## src/rtl/dts_pkg.sv

```systemverilog
// Shared DTS definitions: sync word, overhead bit positions, lock FSM encoding.
// Latency: n/a (package only).
// Backpressure: n/a.
package dts_pkg;

    // Raw word layout: [159:144] sync, [143:136] frame count, [135:132] flags, [127:0] payload
    localparam int DTS_IN_W  = 160;
    localparam int DTS_OUT_W = 128;
    localparam int DTS_ERR_W = 16;

    localparam logic [15:0] DTS_SYNC_WORD = 16'hF628;

    localparam int SYNC_MSB    = 159;
    localparam int SYNC_LSB    = 144;
    localparam int FC_MSB      = 143;
    localparam int FC_LSB      = 136;
    localparam int ONE_SEC_BIT = 135;
    localparam int TEN_SEC_BIT = 134;
    localparam int INDEX_BIT   = 133;
    localparam int SYNC_BIT    = 132;

    typedef enum logic [1:0] {
        ST_HUNT     = 2'd0,
        ST_CHECK    = 2'd1,
        ST_LOCKED   = 2'd2,
        ST_FLYWHEEL = 2'd3
    } dts_state_e;

    // Overhead flags in the same bit order as they sit in the raw word
    typedef struct packed {
        logic one_sec;
        logic ten_sec;
        logic index;
        logic sync;
    } dts_flags_t;

    // Expected successor of a frame count; 255 wraps to 0
    function automatic logic [7:0] dts_next_fc(input logic [7:0] fc);
        return fc + 8'd1;
    endfunction

endpackage

```

## src/rtl/dts_deframe_lock_if.sv

```systemverilog
// Receive-side bundle between the GT word source and the deframer.
// Latency: n/a (wires only).
// Backpressure: none; din_valid qualifies each word, the sink never stalls.
interface dts_deframe_lock_if
    import dts_pkg::*;
#(
    parameter int IW = DTS_IN_W,
    parameter int OW = DTS_OUT_W,
    parameter int EW = DTS_ERR_W
);
    logic [IW-1:0] din;
    logic          din_valid;
    logic          err_clr;
    logic [OW-1:0] dout;
    logic          dout_locked;
    logic          dout_one_sec;
    logic          dout_ten_sec;
    logic          dout_index;
    logic          dout_sync;
    logic [EW-1:0] err_count;

    // Word source side
    modport master (
        output din, din_valid, err_clr,
        input  dout, dout_locked, dout_one_sec, dout_ten_sec, dout_index, dout_sync, err_count
    );

    // Deframer side
    modport slave (
        input  din, din_valid, err_clr,
        output dout, dout_locked, dout_one_sec, dout_ten_sec, dout_index, dout_sync, err_count
    );
endinterface

```

## src/rtl/dts_deframe_lock.sv

```systemverilog
// Per-link DTS deframer: checks sync/frame-count overhead, hunt/check/lock/flywheel, emits payload + flags.
// Latency: 1 clk din->dout; dout_locked shows the state after that same word.
// Backpressure: none; idle (din_valid low) cycles freeze state and hold outputs.
module dts_deframe_lock
    import dts_pkg::*;
#(
    parameter int          INPUT_DWIDTH  = DTS_IN_W,
    parameter int          OUTPUT_DWIDTH = DTS_OUT_W,
    parameter logic [15:0] SYNC_WORD     = DTS_SYNC_WORD,
    parameter int          LOCK_COUNT    = 8,
    parameter int          UNLOCK_COUNT  = 4,
    parameter int          ERR_WIDTH     = DTS_ERR_W
) (
    input  logic              clk,
    input  logic              rst_n,
    dts_deframe_lock_if.slave rx
);

    // good_cnt never needs to hold LOCK_COUNT itself (lock is taken on the word that would reach it);
    // likewise bad_cnt is cleared on the word that reaches UNLOCK_COUNT.
    localparam int GW = (LOCK_COUNT > 1) ? $clog2(LOCK_COUNT) : 1;
    localparam int BW = (UNLOCK_COUNT > 1) ? $clog2(UNLOCK_COUNT) : 1;

    logic [INPUT_DWIDTH-1:0]  din_w;
    logic [7:0]               fc_in;
    logic                     sync_match;
    logic                     good;
    dts_flags_t               flags_in;
    logic                     unused_rsvd;

    dts_state_e               state_q, state_d;
    logic [GW-1:0]            good_cnt_q, good_cnt_d;
    logic [BW-1:0]            bad_cnt_q, bad_cnt_d;
    logic [7:0]               last_fc_q, last_fc_d;
    logic                     err_inc;
    logic [ERR_WIDTH-1:0]     err_q, err_d;
    logic [OUTPUT_DWIDTH-1:0] dout_q, dout_d;
    dts_flags_t               flags_q, flags_d;
    logic                     locked_q, locked_d;

    assign din_w       = rx.din;
    assign fc_in       = din_w[FC_MSB:FC_LSB];
    assign flags_in    = dts_flags_t'(din_w[ONE_SEC_BIT:SYNC_BIT]);
    assign sync_match  = (din_w[SYNC_MSB:SYNC_LSB] == SYNC_WORD);
    assign good        = sync_match && (fc_in == dts_next_fc(last_fc_q));
    // Overhead bits [131:128] carry nothing this block consumes
    assign unused_rsvd = ^din_w[131:128];

    // Next-state for the lock FSM, frame-count tracker and registered outputs; all frozen on idle cycles
    always_comb begin
        state_d    = state_q;
        good_cnt_d = good_cnt_q;
        bad_cnt_d  = bad_cnt_q;
        last_fc_d  = last_fc_q;
        err_inc    = 1'b0;
        dout_d     = dout_q;
        flags_d    = flags_q;
        locked_d   = locked_q;

        if (rx.din_valid) begin
            // Any sync-matching word re-anchors continuity, even a discontinuous one
            if (sync_match) begin
                last_fc_d = fc_in;
            end

            case (state_q)
                ST_HUNT: begin
                    if (sync_match) begin
                        state_d    = ST_CHECK;
                        good_cnt_d = GW'(1);
                    end
                end
                ST_CHECK: begin
                    if (!good) begin
                        state_d    = ST_HUNT;
                        good_cnt_d = '0;
                    end else if (good_cnt_q == GW'(LOCK_COUNT - 1)) begin
                        state_d    = ST_LOCKED;
                        good_cnt_d = '0;
                    end else begin
                        good_cnt_d = good_cnt_q + GW'(1);
                    end
                end
                ST_LOCKED: begin
                    if (!good) begin
                        err_inc = 1'b1;
                        if (UNLOCK_COUNT == 1) begin
                            state_d   = ST_HUNT;
                            bad_cnt_d = '0;
                        end else begin
                            state_d   = ST_FLYWHEEL;
                            bad_cnt_d = BW'(1);
                        end
                    end
                end
                ST_FLYWHEEL: begin
                    if (good) begin
                        state_d   = ST_LOCKED;
                        bad_cnt_d = '0;
                    end else begin
                        err_inc = 1'b1;
                        if (bad_cnt_q == BW'(UNLOCK_COUNT - 1)) begin
                            state_d   = ST_HUNT;
                            bad_cnt_d = '0;
                        end else begin
                            bad_cnt_d = bad_cnt_q + BW'(1);
                        end
                    end
                end
                default: begin
                    state_d    = ST_HUNT;
                    good_cnt_d = '0;
                    bad_cnt_d  = '0;
                end
            endcase

            // Outputs follow the post-update state; bad words still pass through while flywheeling
            locked_d = (state_d == ST_LOCKED) || (state_d == ST_FLYWHEEL);
            dout_d   = locked_d ? din_w[OUTPUT_DWIDTH-1:0] : '0;
            flags_d  = locked_d ? flags_in : '0;
        end
    end

    // Saturating error counter; a clear wins over a same-cycle increment
    always_comb begin
        err_d = err_q;
        if (rx.err_clr) begin
            err_d = '0;
        end else if (err_inc && (err_q != '1)) begin
            err_d = err_q + ERR_WIDTH'(1);
        end
    end

    // State and output registers; reset drops straight back to hunt with all outputs cleared
    always_ff @(posedge clk or negedge rst_n) begin
        if (!rst_n) begin
            state_q    <= ST_HUNT;
            good_cnt_q <= '0;
            bad_cnt_q  <= '0;
            last_fc_q  <= '0;
            err_q      <= '0;
            dout_q     <= '0;
            flags_q    <= '0;
            locked_q   <= 1'b0;
        end else begin
            state_q    <= state_d;
            good_cnt_q <= good_cnt_d;
            bad_cnt_q  <= bad_cnt_d;
            last_fc_q  <= last_fc_d;
            err_q      <= err_d;
            dout_q     <= dout_d;
            flags_q    <= flags_d;
            locked_q   <= locked_d;
        end
    end

    assign rx.dout         = dout_q;
    assign rx.dout_locked  = locked_q;
    assign rx.dout_one_sec = flags_q.one_sec;
    assign rx.dout_ten_sec = flags_q.ten_sec;
    assign rx.dout_index   = flags_q.index;
    assign rx.dout_sync    = flags_q.sync;
    assign rx.err_count    = err_q;

endmodule

```

## src/flat_wrapper.sv

```systemverilog
// flat-port wrapper written by rule: the top's interface ports become plain ports
module dts_deframe_lock_flat import dts_pkg::*;
#(
    parameter int          INPUT_DWIDTH  = DTS_IN_W,
    parameter int          OUTPUT_DWIDTH = DTS_OUT_W,
    parameter logic [15:0] SYNC_WORD     = DTS_SYNC_WORD,
    parameter int          LOCK_COUNT    = 8,
    parameter int          UNLOCK_COUNT  = 4,
    parameter int          ERR_WIDTH     = DTS_ERR_W
)
  (clk, rst_n, rx_din, rx_din_valid, rx_err_clr, rx_dout, rx_dout_locked, rx_dout_one_sec, rx_dout_ten_sec, rx_dout_index, rx_dout_sync, rx_err_count);
  dts_deframe_lock_if #(.EW(16)) rx_i ();
  input  logic clk;
  input  logic rst_n;
  input wire logic [$bits(rx_i.din)-1:0] rx_din;
  input wire logic [$bits(rx_i.din_valid)-1:0] rx_din_valid;
  input wire logic [$bits(rx_i.err_clr)-1:0] rx_err_clr;
  output wire logic [$bits(rx_i.dout)-1:0] rx_dout;
  output wire logic [$bits(rx_i.dout_locked)-1:0] rx_dout_locked;
  output wire logic [$bits(rx_i.dout_one_sec)-1:0] rx_dout_one_sec;
  output wire logic [$bits(rx_i.dout_ten_sec)-1:0] rx_dout_ten_sec;
  output wire logic [$bits(rx_i.dout_index)-1:0] rx_dout_index;
  output wire logic [$bits(rx_i.dout_sync)-1:0] rx_dout_sync;
  output wire logic [$bits(rx_i.err_count)-1:0] rx_err_count;
  assign rx_i.din = rx_din;
  assign rx_i.din_valid = rx_din_valid;
  assign rx_i.err_clr = rx_err_clr;
  assign rx_dout = rx_i.dout;
  assign rx_dout_locked = rx_i.dout_locked;
  assign rx_dout_one_sec = rx_i.dout_one_sec;
  assign rx_dout_ten_sec = rx_i.dout_ten_sec;
  assign rx_dout_index = rx_i.dout_index;
  assign rx_dout_sync = rx_i.dout_sync;
  assign rx_err_count = rx_i.err_count;
  dts_deframe_lock #(.INPUT_DWIDTH(INPUT_DWIDTH), .OUTPUT_DWIDTH(OUTPUT_DWIDTH), .SYNC_WORD(SYNC_WORD), .LOCK_COUNT(LOCK_COUNT), .UNLOCK_COUNT(UNLOCK_COUNT), .ERR_WIDTH(ERR_WIDTH)) u_core (.clk(clk), .rst_n(rst_n), .rx(rx_i));
endmodule
```

## config.mk

```make
export PLATFORM = sky130hd
export DESIGN_NAME = dts_deframe_lock_flat
export DESIGN_NICKNAME = d
export VERILOG_FILES = /design/src/rtl/dts_pkg.sv /design/src/rtl/dts_deframe_lock_if.sv /design/src/rtl/dts_deframe_lock.sv /design/src/flat_wrapper.sv
export SDC_FILE = /design/constraint.sdc
export NUM_CORES = 1
export LEC_CHECK = 0
export ABC_AREA = 1
export CAP_MARGIN = 15
export CORE_MARGIN = 4
export CORE_UTILIZATION = 47
export CTS_CLUSTER_DIAMETER = 100
export DETAILED_ROUTE_END_ITERATION = 7
export PLACE_DENSITY = 0.95
export SLEW_MARGIN = 20
export SYNTH_ARGS = -nofsm -noshare
export SYNTH_HDL_FRONTEND = slang
export SYNTH_SLANG_ARGS = --single-unit
```

## constraint.sdc

```tcl
create_clock -name clk -period 5.39 [get_ports clk]
set_input_delay 1.078 -clock clk [delete_from_list [all_inputs] [get_ports clk]]
set_output_delay 1.078 -clock clk [all_outputs]
set_load 0.02 [all_outputs]
```

==> results of run 1 <==
[sequential cells by signal, indices dropped and copies added, names as in the netlist, 2 cells and up]
register and count:
u_core.rx.dout 128, u_core.rx.err_count 16, u_core.last_fc_q 8, u_core.good_cnt_q 3
u_core.bad_cnt_q 2, u_core.state_q 2
[cell usage after synthesis, types with 4 or more instances]
| library cell | count |
|---|---|
| buf_2 | 9 |
| buf_6 | 6 |
| clkbuf_1 | 31 |
| dfrtp_1 | 164 |
| ha_1 | 5 |
| inv_1 | 39 |
| nand2_1 | 374 |
| nand3_1 | 159 |
| nand3_2 | 12 |
| nand4_1 | 7 |
| nor2_1 | 50 |
| o21ai_0 | 8 |
| xnor2_1 | 4 |
| xor2_1 | 12 |
[through the flow]
stage                     hold WS [ns]  util [%]  area [um2]
after floorplan                 0.4570         -        7492
after global placement          0.4607     68.95       10640
after detailed placement        0.4638     68.95       10640
after CTS                       0.4829     72.79       11230
after global routing            0.4889     72.79       11230
final                           0.4803     72.79       11230
[metal layers]
metal | track usage, % | share of wire [%] | vias up
li1 | - | - | 3457
met1 | 29.38 | 37 | 3480
met2 | 43.52 | 49 | 363
met3 | 9.265 | 10 | 49
met4 | 10.86 | 3.3 | 0
met5 | 0 | 0 | -
[path summary, 6_finish.rpt]
kind / from / to / slack [ns] / cells after the start
setup / recovery: rx_din[153] / u_core.rx.dout_index / 1.97 / 12
hold / removal: u_core.rx.dout[108] / u_core.rx.dout[108] / 0.48 / 2
setup reg to reg: u_core.last_fc_q[0] / u_core.rx.dout_index / 2.47 / 13
hold reg to reg: u_core.rx.dout[108] / u_core.rx.dout[108] / 0.48 / 2
max in group asynchronous: rst_n / u_core.rx.dout[101] / 3.81 / 2
min in group asynchronous: rst_n / u_core.rx.dout[48] / 0.65 / 1
[power breakdown]
part	internal (mW)	switching [mW]	total, mW	leakage, nW
sequential	1.37	0.0946	1.47	2.22
clock	0.704	0.512	1.22	0.287
combinational	0.414	0.514	0.928	3.00
total	2.49	1.12	3.61	5.51
[critical path: stages]
cell	delay (ns)
clkdlybuf4s50_1	0.45
inv_1	0.04
nor2_1	0.14
nand3_1	0.11
nor2_1	0.26
nand3_1	0.12
nor2_1	0.18
nand4_1	0.16
nand2_4	0.60
buf_4	0.39
nand3_1	0.14
nand2_1	0.10
[cells by family after synthesis]
kind of cell	Yosys count	share of synthesized area, %
mux	3	0.4509
flops	164	54.78
xor+xnor	16	1.870
compound gates	12	0.8015
fa+ha+maj	5	0.8350
simple gates	615	35.45
buf+inv	95	5.812
[final cells by class]
| class | count | area [um2] |
|---|---|---|
| Multi-Input combinational cell | 651 | 2958 |
| Fill cell | 1046 | 4198 |
| Inverter | 44 | 167.7 |
| Tap cell | 211 | 264.0 |
| Sequential cell | 164 | 4104 |
| Clock buffer | 19 | 442.9 |
| Timing Repair Buffer | 313 | 3144 |
| Clock inverter | 13 | 148.9 |
==> out/qor.yml, run 1 <==
run_status:
  status: "completed"
global_route:
  grt_max_degree: 92
  track_usage_pct: 25.66
  grt_overflow: 0
  grt_pass1_wl_um: 36720
  antenna_found_initial: 0
  grt_pass1_vias: 7316
detailed_routing:
  wl_per_cell_um: 16.69
  drt_pre_antenna_iters: 7
  ant_nets: 0
  drt_iter0_drc: 541
  viasPerCell: 5.194
  vias: 7349
  detail_route.drc_violations: 0
  wirelength_um: 23620
timing:
  fin_crit_sh_pct: 63.49
  finalClockSkew_ns: 0.01161
  rsz0062_at_grt: "false"
  setup_ws_ns: 1.968
  maxSlewHeadroom_pct: 39.32
  drv_slew: 0
  finalHoldViolations: 0
  setup_tns_ns: 0
  fmax_ghz: 0.2922
  worstMarginPinSlew_ns: 0.9101
  finalCriticalPeriod_ns: 3.422
  setup_viol: 0
pwr:
  finalPower_mw: 3.612
  cellPowerDensity_nw_per_um2: 321.7
  ir_worst_vdd_uv: 232.8
  p_leak_nw: 5.507
clock_tree:
  clkLatencyLatePin_ns: 0.42
  clkTransAtPathRegs_ns: 0.07
  clock_sinks: 164
  h-tree-depth: 4
  post_cts_buffers: 0
  cts-resized-gates: 0
  cts_buffer_depth: 2
  cts_inserted_buffers: 17
  clockRootBuffer: "clkbuf_16"
  cts.hold.buffers_added: 0
  cts_tree: "built"
worst_setup_path:
  critical_path_peak_fanout: 64
  criticalPathCategory: "in2reg"
  cp.arrival_ns: 3.78
  required_ns: 5.75
  critPathLaunchType: "primary input"
  critPathCaptureType: "flip-flop"
placed_design:
  dp.cells: 1383
  dp_hpwl_um: 16820
  gp_congestion: 0.9097
  dp_slack_ns: 1.554
  portBuffers: 308
logic_synthesis:
  async_flop_share_pct: 100.0
  syn_area_per_cell_um2: 8.233
  synth_seq_cells: 164
  synth_seq_area_share_pct: 54.78
  synth.net_count: 1079
  yosysWarnings: 0
  yosys.area.top_type: "dfrtp_1"
  yosysTopAreaCellShare_pct: 54.78
  synth_area_um2: 7492
  ys_types: 29
  synthTopCellsByArea: "dfrtp_1 (55%), nand2_1 (19%), nand3_1 (11%)"
  synthCells: 910
  synth_edf_count: 0
  ys.flop_type: "dfrtp_1"
final_layout:
  antenna_cells: 0
  syn2layout_area_growth_pct: 49.88
  final_common_cell: "nand2_1"
  nets: 1360
  layout.cells.non_filler: 1415
  drive_gt1_share_pct: 4.900
  final_cell_mix: "nand2_1 (374), clkdlybuf4s50_1 (306), dfrtp_1 (164)"
die:
  ioPinCount: 313
  dieArea_um2: 18020
  start_util_pct: 48.56
  die_h_um: 134.3
  fp.dieW_um: 134.3
  core_area_um2: 15430
  num_rows: 45
worst_hold_path:
  hold_class: "reg2reg"
flow_run:
  max_cap_viol_count: 0
Note: power is estimated with default switching activity, not from simulation.
==> inputs of run 2 (changes only) <==
--- a/config.mk
+++ b/config.mk
@@ -8,10 +8,10 @@
 export ABC_AREA = 1
 export CAP_MARGIN = 15
 export CORE_MARGIN = 4
-export CORE_UTILIZATION = 47
+export CORE_UTILIZATION = 43
 export CTS_CLUSTER_DIAMETER = 100
 export DETAILED_ROUTE_END_ITERATION = 7
-export PLACE_DENSITY = 0.95
+export PLACE_DENSITY = 0.89
 export SLEW_MARGIN = 20
 export SYNTH_ARGS = -nofsm -noshare
 export SYNTH_HDL_FRONTEND = slang
==> constraint.sdc (replaced) <==
create_clock -name clk -period 3.4 [get_ports clk]
set_input_delay 0.68 -clock clk [delete_from_list [all_inputs] [get_ports clk]]
set_output_delay 0.68 -clock clk [all_outputs]
set_load 0.02 [all_outputs]
==> run 2 against run 1 <==
  * Routed wire length decreased by 3.9%
  * Sequential share of layout area is 0.48 points lower
  * Clock power is 74% higher
  * Highest routed layer unchanged
  * Largest cell class unchanged
  * Count of clock-buffer cells in the layout is 1 lower
  * Via count is 0.60% lower
  * Critical path depth stayed put
  * Die area rose by 8.7%
  * Sequential power is 58% higher
  * Hold slack worse by 0.38 ns
==> out/qor.yml, run 2 (synthesis gave the netlist of run 1 again) <==
timing:
  finalHoldViolations: 0  # unchanged
  worstMarginPinSlew_ns: 0.8257  # -0.08439 ns
  maxSlewHeadroom_pct: 44.95  # +5.6 points
  finalCriticalPeriod_ns: 2.582
  drv_slew: 0  # unchanged
  rsz0062_at_grt: "false"
  fmax_ghz: 0.3873
  setup_tns_ns: 0  # unchanged
  setup_viol: 0  # unchanged
  fin_crit_sh_pct: 75.94
  finalClockSkew_ns: 0.01496  # +0.003351 ns
  whs_ns: 0.1020  # -0.3783 ns
detailed_routing:
  drt_pre_antenna_iters: 5  # -2
  drt_iter0_drc: 346  # -36%
  wirelength_um: 22700  # -3.9%
  detail_route.drc_violations: 0  # unchanged
  vias: 7305  # -0.60%
  viasPerCell: 5.080  # -2.2%
  wl_per_cell_um: 15.79  # -5.4%
  ant_nets: 0  # unchanged
die:
  ioPinCount: 313  # unchanged
  start_util_pct: 43.62  # -4.9 points
  core_area_um2: 17180  # +11%
  dieArea_um2: 19600  # +8.7%
  die_h_um: 140  # +4.3%
  num_rows: 48  # +6.7%
  fp.dieW_um: 140  # +4.3%
global_route:
  grt_max_degree: 100  # +8.7%
  grt_pass1_vias: 7275  # -0.56%
  antenna_found_initial: 0  # unchanged
  track_usage_pct: 22.88  # -2.8 points
  grt_pass1_wl_um: 36600  # -0.34%
  grt_overflow: 0  # unchanged
worst_hold_path:
  hold_class: "in2async"
worst_setup_path:
  critPathLaunchType: "primary input"
  critPathCaptureType: "flip-flop"
  crit_path_top_delay_cell: "clkdlybuf4s50_1"
  criticalPathCategory: "in2reg"
  crit_chain: "clkdlybuf4s50_1, nand2_1, nor2_1, nand2_1, nor2_1, nand3_1, nor2_1, nand4_1, nand2_4, buf_12, nand3_1, nand2_1"
  critical_path_peak_fanout: 51  # -20%
  max_stage_delay_ns: 0.48  # -0.12 ns
  crit_family: "simple AND/OR/NAND/NOR gates"
  required_ns: 3.74  # -2.01 ns
  cp.arrival_ns: 2.93  # -0.85 ns
  crit_buf_inv: 2  # -1
clock_tree:
  post_cts_buffers: 0  # unchanged
  h-tree-depth: 4  # unchanged
  cts.hold.buffers_added: 0  # unchanged
  cts_buffer_depth: 2  # unchanged
  clock_sinks: 164  # unchanged
  cts_inserted_buffers: 17  # unchanged
  clockRootBuffer: "clkbuf_16"
  clkTransAtPathRegs_ns: 0.07  # about the same
  cts-resized-gates: 0  # unchanged
  cts_tree: "built"
  clkLatencyLatePin_ns: 0.42  # about the same
final_layout:
  drive_gt1_share_pct: 5.606  # +0.71 points
  final_cell_mix: "nand2_1 (374), clkdlybuf4s50_1 (306), dfrtp_1 (164)"
  syn2layout_area_growth_pct: 51.87
  layout.cells.non_filler: 1438  # +1.6%
  final_common_cell: "nand2_1"
  fill_cells: 1351  # +29%
  antenna_cells: 0  # unchanged
  largest_register_ffs: 128  # unchanged
  nets: 1369  # +0.66%
pwr:
  p_leak_nw: 5.581  # +1.3%
  ir_worst_vdd_uv: 378.3  # +62%
  cellPowerDensity_nw_per_um2: 519.8  # +62%
placed_design:
  portBuffers: 308  # unchanged
  dp_hpwl_um: 16090  # -4.4%
  dp.cells: 1406  # +1.7%
  gp_congestion: 0.8866  # -2.5%
flow_run:
  max_cap_viol_count: 0  # unchanged
run_status:
  status: "completed"
## run 2: path summary, 6_finish.rpt
kind	startpoint	end	cells past startpoint	slack [ns]
max in group asynchronous	rst_n	u_core.rx.dout[85]	2	2.45
hold reg to reg	u_core.rx.dout[119]	u_core.rx.dout[119]	2	0.48
hold / removal	rst_n	u_core.rx.dout[38]	1	0.10
min in group clk	u_core.rx.dout[119]	u_core.rx.dout[119]	2	0.48
setup reg to reg	u_core.last_fc_q[0]	u_core.rx.dout[124]	13	0.92
setup / recovery	rx_din[149]	u_core.rx.dout[124]	12	0.82
## run 2: layout make-up
class / count / area (um2) / area share (%)
clock inverters: 14 / 214.0 / 1.880
multi-input cells: 651 / 2958 / 26.00
inverters: 44 / 167.7 / 1.474
repair buffers: 322 / 3224 / 28.34
clock buffers: 18 / 429.2 / 3.772
flip-flops and latches: 164 / 4104 / 36.07
well taps: 225 / 281.5 / 2.474
## run 2: layer usage
metal / global-route usage (%) / part of all wire [%]
met2: 37.15 / 47
met1: 28.71 / 41
met3: 7.033 / 8.5
met4: 9.179 / 3.6
met5: 0 / 0
## run 2: report_power, final
part           total, mW  internal (mW)  switching [mW]
Sequential          2.32           2.18           0.143
Combinational       1.48          0.673           0.805
Clock               2.12           1.26           0.856
Total               5.91           4.11            1.80
## run 2: through the flow
step                instance area (um2)  power [mW]  utilization [%]  worst slack, ns
floorplan                          7492       3.056                -            1.404
global placement                  10740       3.797            62.50           0.4338
detailed placement                10740       3.834            62.50           0.4235
CTS                               11380       5.974            66.24           0.8425
global route                      11380       6.185            66.24           0.6063
finish                            11380       5.914            66.24           0.8180
